File: config.mk
export PLATFORM = sky130hd
export DESIGN_NAME = arbitro_turnos
export DESIGN_NICKNAME = d
export VERILOG_FILES = /design/src/rtl/gato_pkg.sv /design/src/rtl/comparador_linea.sv /design/src/rtl/arbitro_turnos.sv
export SDC_FILE = /design/constraint.sdc
export NUM_CORES = 1
export LEC_CHECK = 0
export BUFFER_PORTS_ARGS = -buffer_cell sky130_fd_sc_hd__clkbuf_2
export CAP_MARGIN = 20
export CORE_MARGIN = 3
export CORE_UTILIZATION = 55
export DETAILED_ROUTE_END_ITERATION = 8
export PLACE_DENSITY_LB_ADDON = 0.05
export SKIP_LAST_GASP = 1
export SLEW_MARGIN = 15
export SYNTH_ARGS = -nofsm -noshare
export SYNTH_HDL_FRONTEND = slang
export SYNTH_HIERARCHICAL = 1
export SYNTH_SLANG_ARGS = --single-unit
File: constraint.sdc
create_clock -name clk -period 5.9 [get_ports clk]
set_input_delay 0.59 -clock clk [delete_from_list [all_inputs] [get_ports clk]]
set_output_delay 0.59 -clock clk [all_outputs]
set_load 0.02 [all_outputs]
File: src/rtl/gato_pkg.sv
// Shared constants and types for the tic-tac-toe turn arbiter.
package gato_pkg;

    // Cell codes as written by the cell selector
    localparam logic [1:0] VACIA   = 2'b00;
    localparam logic [1:0] EQUIS   = 2'b11;
    localparam logic [1:0] CIRCULO = 2'b01;

    // Result codes; a winner reuses the winning player's cell code
    localparam logic [1:0] NINGUNO = 2'b00;
    localparam logic [1:0] GANA_P1 = 2'b11;
    localparam logic [1:0] GANA_P2 = 2'b01;
    localparam logic [1:0] EMPATE  = 2'b10;

    localparam int unsigned NUM_CELDAS = 9;
    localparam int unsigned NUM_LINEAS = 8;

    typedef enum logic [1:0] {
        ESPERA = 2'd0,
        EVALUA = 2'd1,
        FIN    = 2'd2
    } estado_t;

    // Cell indices (0-based, c1 = 0) of each winning line, in scan order
    localparam logic [3:0] LINEAS [NUM_LINEAS][3] = '{
        '{4'd0, 4'd1, 4'd2},
        '{4'd3, 4'd4, 4'd5},
        '{4'd6, 4'd7, 4'd8},
        '{4'd0, 4'd3, 4'd6},
        '{4'd1, 4'd4, 4'd7},
        '{4'd2, 4'd5, 4'd8},
        '{4'd0, 4'd4, 4'd8},
        '{4'd2, 4'd4, 4'd6}
    };

endpackage

File: src/rtl/comparador_linea.sv
// Combinational check of one line: three equal cells holding a player code.
module comparador_linea
    import gato_pkg::*;
(
    input  logic [1:0] a,
    input  logic [1:0] b,
    input  logic [1:0] c,
    output logic       coincide,
    output logic [1:0] codigo
);

    // The illegal code 10 and empty cells never form a line
    assign coincide = (a == b) && (b == c) && (a != VACIA) && (a != EMPATE);
    assign codigo   = a;

endmodule

File: src/rtl/arbitro_turnos.sv
// Turn arbiter: validates moves, scans the 8 lines one per cycle, reports result.
// Optional turn time limit enabled by defining TIEMPO_LIMITE_EN.
module arbitro_turnos
    import gato_pkg::*;
#(
    parameter int unsigned JUGADOR_INICIAL = 1
`ifdef TIEMPO_LIMITE_EN
    , parameter int unsigned CICLOS_TURNO  = 50_000_000
`endif
) (
    input  logic       clk,
    input  logic       rst,
    input  logic       nuevo_juego,
    input  logic [1:0] guarda_c1,
    input  logic [1:0] guarda_c2,
    input  logic [1:0] guarda_c3,
    input  logic [1:0] guarda_c4,
    input  logic [1:0] guarda_c5,
    input  logic [1:0] guarda_c6,
    input  logic [1:0] guarda_c7,
    input  logic [1:0] guarda_c8,
    input  logic [1:0] guarda_c9,
    output logic       turno_p1,
    output logic       turno_p2,
    output logic [1:0] ganador,
    output logic       juego_terminado,
    output logic [2:0] linea_ganadora,
    output logic       falta,
    output logic [3:0] movimientos
);

    localparam logic INICIA_P1 = (JUGADOR_INICIAL != 2);

`ifdef TIEMPO_LIMITE_EN
    localparam int unsigned TW = $clog2(CICLOS_TURNO);
    logic [TW-1:0] cont_turno;
`endif

    estado_t          estado;
    logic             jugador_p1;
    logic [2:0]       indice;
    logic [8:0][1:0]  snap;
    logic [8:0][1:0]  tablero;

    logic [3:0]       n_dif;
    logic [3:0]       pos;
    logic             hay_mov;
    logic             mov_legal;
    logic [1:0]       codigo_turno;
    logic             coincide;
    logic [1:0]       codigo_linea;

    assign tablero = {guarda_c9, guarda_c8, guarda_c7, guarda_c6, guarda_c5,
                      guarda_c4, guarda_c3, guarda_c2, guarda_c1};

    // Count cells that differ from the snapshot and remember the last one
    always_comb begin
        n_dif = '0;
        pos   = '0;
        for (int i = 0; i < int'(NUM_CELDAS); i++) begin
            if (tablero[i] != snap[i]) begin
                n_dif = n_dif + 4'd1;
                pos   = 4'(i);
            end
        end
    end

    assign codigo_turno = jugador_p1 ? EQUIS : CIRCULO;
    assign hay_mov      = (n_dif != 4'd0);
    assign mov_legal    = (n_dif == 4'd1) && (snap[pos] == VACIA) &&
                          (tablero[pos] == codigo_turno);

    comparador_linea u_comparador (
        .a        (snap[LINEAS[indice][0]]),
        .b        (snap[LINEAS[indice][1]]),
        .c        (snap[LINEAS[indice][2]]),
        .coincide (coincide),
        .codigo   (codigo_linea)
    );

    // Game FSM with registered outputs; nuevo_juego overrides every state
    always_ff @(posedge clk or posedge rst) begin
        if (rst) begin
            estado          <= ESPERA;
            jugador_p1      <= INICIA_P1;
            turno_p1        <= INICIA_P1;
            turno_p2        <= !INICIA_P1;
            ganador         <= NINGUNO;
            juego_terminado <= 1'b0;
            linea_ganadora  <= '0;
            falta           <= 1'b0;
            movimientos     <= '0;
            indice          <= '0;
            snap            <= '0;
`ifdef TIEMPO_LIMITE_EN
            cont_turno      <= '0;
`endif
        end else if (nuevo_juego) begin
            estado          <= ESPERA;
            jugador_p1      <= INICIA_P1;
            turno_p1        <= INICIA_P1;
            turno_p2        <= !INICIA_P1;
            ganador         <= NINGUNO;
            juego_terminado <= 1'b0;
            linea_ganadora  <= '0;
            falta           <= 1'b0;
            movimientos     <= '0;
            indice          <= '0;
            snap            <= tablero;
`ifdef TIEMPO_LIMITE_EN
            cont_turno      <= '0;
`endif
        end else begin
            falta <= 1'b0;
            case (estado)
                ESPERA: begin
                    if (hay_mov) begin
                        snap <= tablero;
`ifdef TIEMPO_LIMITE_EN
                        cont_turno <= '0;
`endif
                        if (mov_legal) begin
                            if (movimientos != 4'd9) begin
                                movimientos <= movimientos + 4'd1;
                            end
                            estado   <= EVALUA;
                            indice   <= '0;
                            turno_p1 <= 1'b0;
                            turno_p2 <= 1'b0;
                        end else begin
                            falta <= 1'b1;
                        end
                    end
`ifdef TIEMPO_LIMITE_EN
                    else if (cont_turno == TW'(CICLOS_TURNO - 1)) begin
                        jugador_p1 <= !jugador_p1;
                        turno_p1   <= !jugador_p1;
                        turno_p2   <= jugador_p1;
                        falta      <= 1'b1;
                        cont_turno <= '0;
                    end else begin
                        cont_turno <= cont_turno + TW'(1);
                    end
`endif
                end
                EVALUA: begin
                    if (coincide) begin
                        estado          <= FIN;
                        ganador         <= codigo_linea;
                        linea_ganadora  <= indice;
                        juego_terminado <= 1'b1;
                    end else if (indice == 3'd7) begin
                        if (movimientos == 4'd9) begin
                            estado          <= FIN;
                            ganador         <= EMPATE;
                            juego_terminado <= 1'b1;
                        end else begin
                            estado     <= ESPERA;
                            jugador_p1 <= !jugador_p1;
                            turno_p1   <= !jugador_p1;
                            turno_p2   <= jugador_p1;
`ifdef TIEMPO_LIMITE_EN
                            cont_turno <= '0;
`endif
                        end
                    end else begin
                        indice <= indice + 3'd1;
                    end
                end
                FIN: begin
                    // Result held until nuevo_juego or rst
                end
                default: begin
                    estado <= ESPERA;
                end
            endcase
        end
    end

endmodule

==> out/qor.yml <==
status:
  status: "complete, no violations"
logic_synthesis:
  synth_top_family_by_area: "simple AND/OR/NAND/NOR gates"
  synthMuxAreaShare_pct: 17.6
  avgSynthCellArea_um2: 9.52
  synth-xor-area-share_pct: 11.3
  synth-compound-area-share_pct: 15.6
  synth_area_mm2: 0.00365
  synth_nets: 420
  synth-async-reset-ratio_pct: 100
  synth-simple-area-share_pct: 20.4
  synth-edff-count: 0
  synth_cell_types: 75
  ys_seq_area_share_pct: 25.4
  syn_inst: 384
  synthAdderAreaFrac_pct: 5.14
  ys_warn_count: 6
  yosys_most_used_dff: "dfrtp_1"
  synth-seq-cells: 37
route:
  vias: 3063
  viasPerCell: 6.09
  drc_errors: 0
  detail-route-antenna-nets: 0
  drt-pass1-iter-count: 4
  drt-total-wl_um: 8930
  wl_per_cell_um: 17.8
  drtIter0Drc: 173
setup_path:
  end_kind: "flip-flop"
  cp_common_cell: "ha_1"
  cp_top_family: "adder cells"
  cp_slowest_cell: "dfrtp_2"
  r2r_start: "snap[2]$_DFFE_PP0P_"
  cp_max_fo: 4
  worst_setup_path_start_kind: "flip-flop"
  critical_path_arrival_ns: 5.79
  max_stage_delay_ns: 0.43
  path_class: "reg2reg"
  crit_start: "snap[2]$_DFFE_PP0P_"
  cp.required_ns: 6.09
  crit_buf_inv: 1
floorplan:
  die_area_mm2: 0.00766
  die_w_um: 87.5
  die_y_um: 87.5
  initial_core_util_pct: 57.2
  row_count: 29
  io_pins: 34
  core_area_mm2: 0.00639
clocking:
  cts_tree: "yes"
  cts_hold_buf: 0
  clock_latency_ns: 0.29
  path_clk_slew_ns: 0.08
  cts_buffers: 5
  htreeDepth: 2
  cts_sinks: 37
  clockRootBuffer: "clkbuf_8"
  clockBufferDepth: 2
timing:
  report.final.slew_viol_count: 0
  fmax_mhz: 179
  hold_viol: 0
  worstMarginPinSlew_ns: 0.603
  fin_crit_sh_pct: 94.9
  relSlewSlack_pct: 59.8
  setup_violations: 0
  finClkSkew_ns: 0.00448
  min_period_ns: 5.60
final_layout:
  layout_commonest_cell: "nor2_1"
  antenna_cells: 0
  syn2layout_area_growth_pct: 11.8
  multi_input_area_mm2: 0.00261
  regArea_um2: 932
  final_cell_mix: "nor2_1 (41), nand2_1 (33), clkbuf_2 (33), dfrtp_1 (32), buf_4 (18)"
  fillers: 569
  fin_area_mm2: 0.00409
  drive_gt1_share_pct: 30.5
  fin_nets: 461
placement:
  dpl_cell_area_mm2: 0.00392
  hpwl_um: 6750
  port_buffers: 33
  place_congestion: 0.967
grt:
  antenna_found_initial: 0
  grt_pass1_vias: 2980
  grt_overflow_total: 0
  grt_max_degree: 38
  grt_pass1_wl_um: 15100
  grtUsageTotal_pct: 24.9
flow_run:
  maxCapViolCount: 0
min_path:
  worstHoldPathType: "in2async"
[area by class of cell]
class	instances	share of cell area [%]
clock buffers	6	2.02
clock inverters	2	0.337
inverters	9	0.826
multi-input cells	320	63.8
flip-flops and latches	37	22.8
well taps	77	2.36
repair buffers	52	7.84
[metrics by stage]
step	cells	util [%]	worst slack [ns]	setup TNS [ns]	hold WS [ns]
final	503	64.0	0.299	0	0.361
after detailed placement	492	61.3	-0.145	-1.92	0.493
after global placement	492	61.3	0.0132	0	0.483
after CTS	500	62.8	0.0118	0	0.392
after floorplan	384	-	0.0486	0	0.513
after global routing	503	64.0	-0.0518	-0.179	0.421
[worst reg2reg max path, stage by stage (launching register included)]
cell and delay (ns):
dfrtp_2 0.43, xor2_1 0.18, or2_2 0.31, inv_1 0.07, ha_2 0.32, xnor2_4 0.16, ha_1 0.28, o21ai_2 0.09
o31ai_2 0.12, ha_1 0.31, o21ai_2 0.08, nand2_1 0.07, ha_1 0.29, nor2_2 0.13, nor2_1 0.05, ha_1 0.27
nand2_1 0.08, o31ai_1 0.09, ha_1 0.30, nor2_1 0.10, a21o_1 0.13, o31ai_4 0.08, ha_1 0.20, xnor2_1 0.16
o32ai_4 0.25, nand3_2 0.18, nor4_1 0.38, mux2_2 0.38
[flip-flops by register name, summed over array words and instances (netlist names), 2 cells and up]
register / flops
movimientos: 4
linea_ganadora: 3
ganador: 2
indice: 3
snap: 18
estado: 2
[cells by family (layout without fill, tap and decap cells)]
| kind of cell | count (synthesis) | count (layout) |
|---|---|---|
| multiplexers | 45 | 45 |
| AO/OA/AOI/OAI | 75 | 75 |
| adder cells (fa/ha/maj) | 15 | 15 |
| AND/OR/NAND/NOR | 147 | 147 |
| flip-flops | 37 | 37 |
| buffers and inverters | 27 | 69 |
| XOR/XNOR | 38 | 38 |
[cell usage after synthesis (all sizes together), types with 8 or more instances]
library cell	n	area share [%]
xnor2	17	5.0
nand3	12	1.8
nor2	44	4.7
ha	15	5.1
nand2	33	3.4
a21oi	13	2.1
inv	9	0.92
xor2	19	5.0
mux4	9	5.9
o21ai	15	2.1
clkbuf	10	1.3
dfrtp	35	24
mux2i	11	3.0
nor4	11	2.1
nor3	8	1.1
mux2	25	8.7
[metal layers]
metal	vias up	track usage (%)	wire length, um
met2	74	38.3	4070
met3	15	3.31	415
met1	1472	36.8	4300
met4	0	6.69	142
li1	1502	-	-
met5	-	0	0
[repair_timing]
action                                  4_1_cts  5_1_grt
endpoints found under the setup margin        0       29
gates resized for setup                       0       17
setup buffers                                 0        2
[worst paths after layout]
path | cells after the start | slack (ns) | endpoint
setup / recovery | 27 | 0.30 | movimientos[3]$_DFFE_PP0P_
hold / removal | 3 | 0.36 | movimientos[0]$_DFFE_PP0P_
setup reg to reg | 27 | 0.30 | movimientos[3]$_DFFE_PP0P_
hold reg to reg | 2 | 0.50 | turno_p1$_DFFE_PP1P_
max in group asynchronous | 3 | 5.16 | snap[2]$_DFFE_PP0P_
min in group clk | 2 | 0.50 | turno_p1$_DFFE_PP1P_
Power is left out: the tool's default activity adds up to more than one toggle a clock period on the data nets, which glitch-free logic cannot reach.
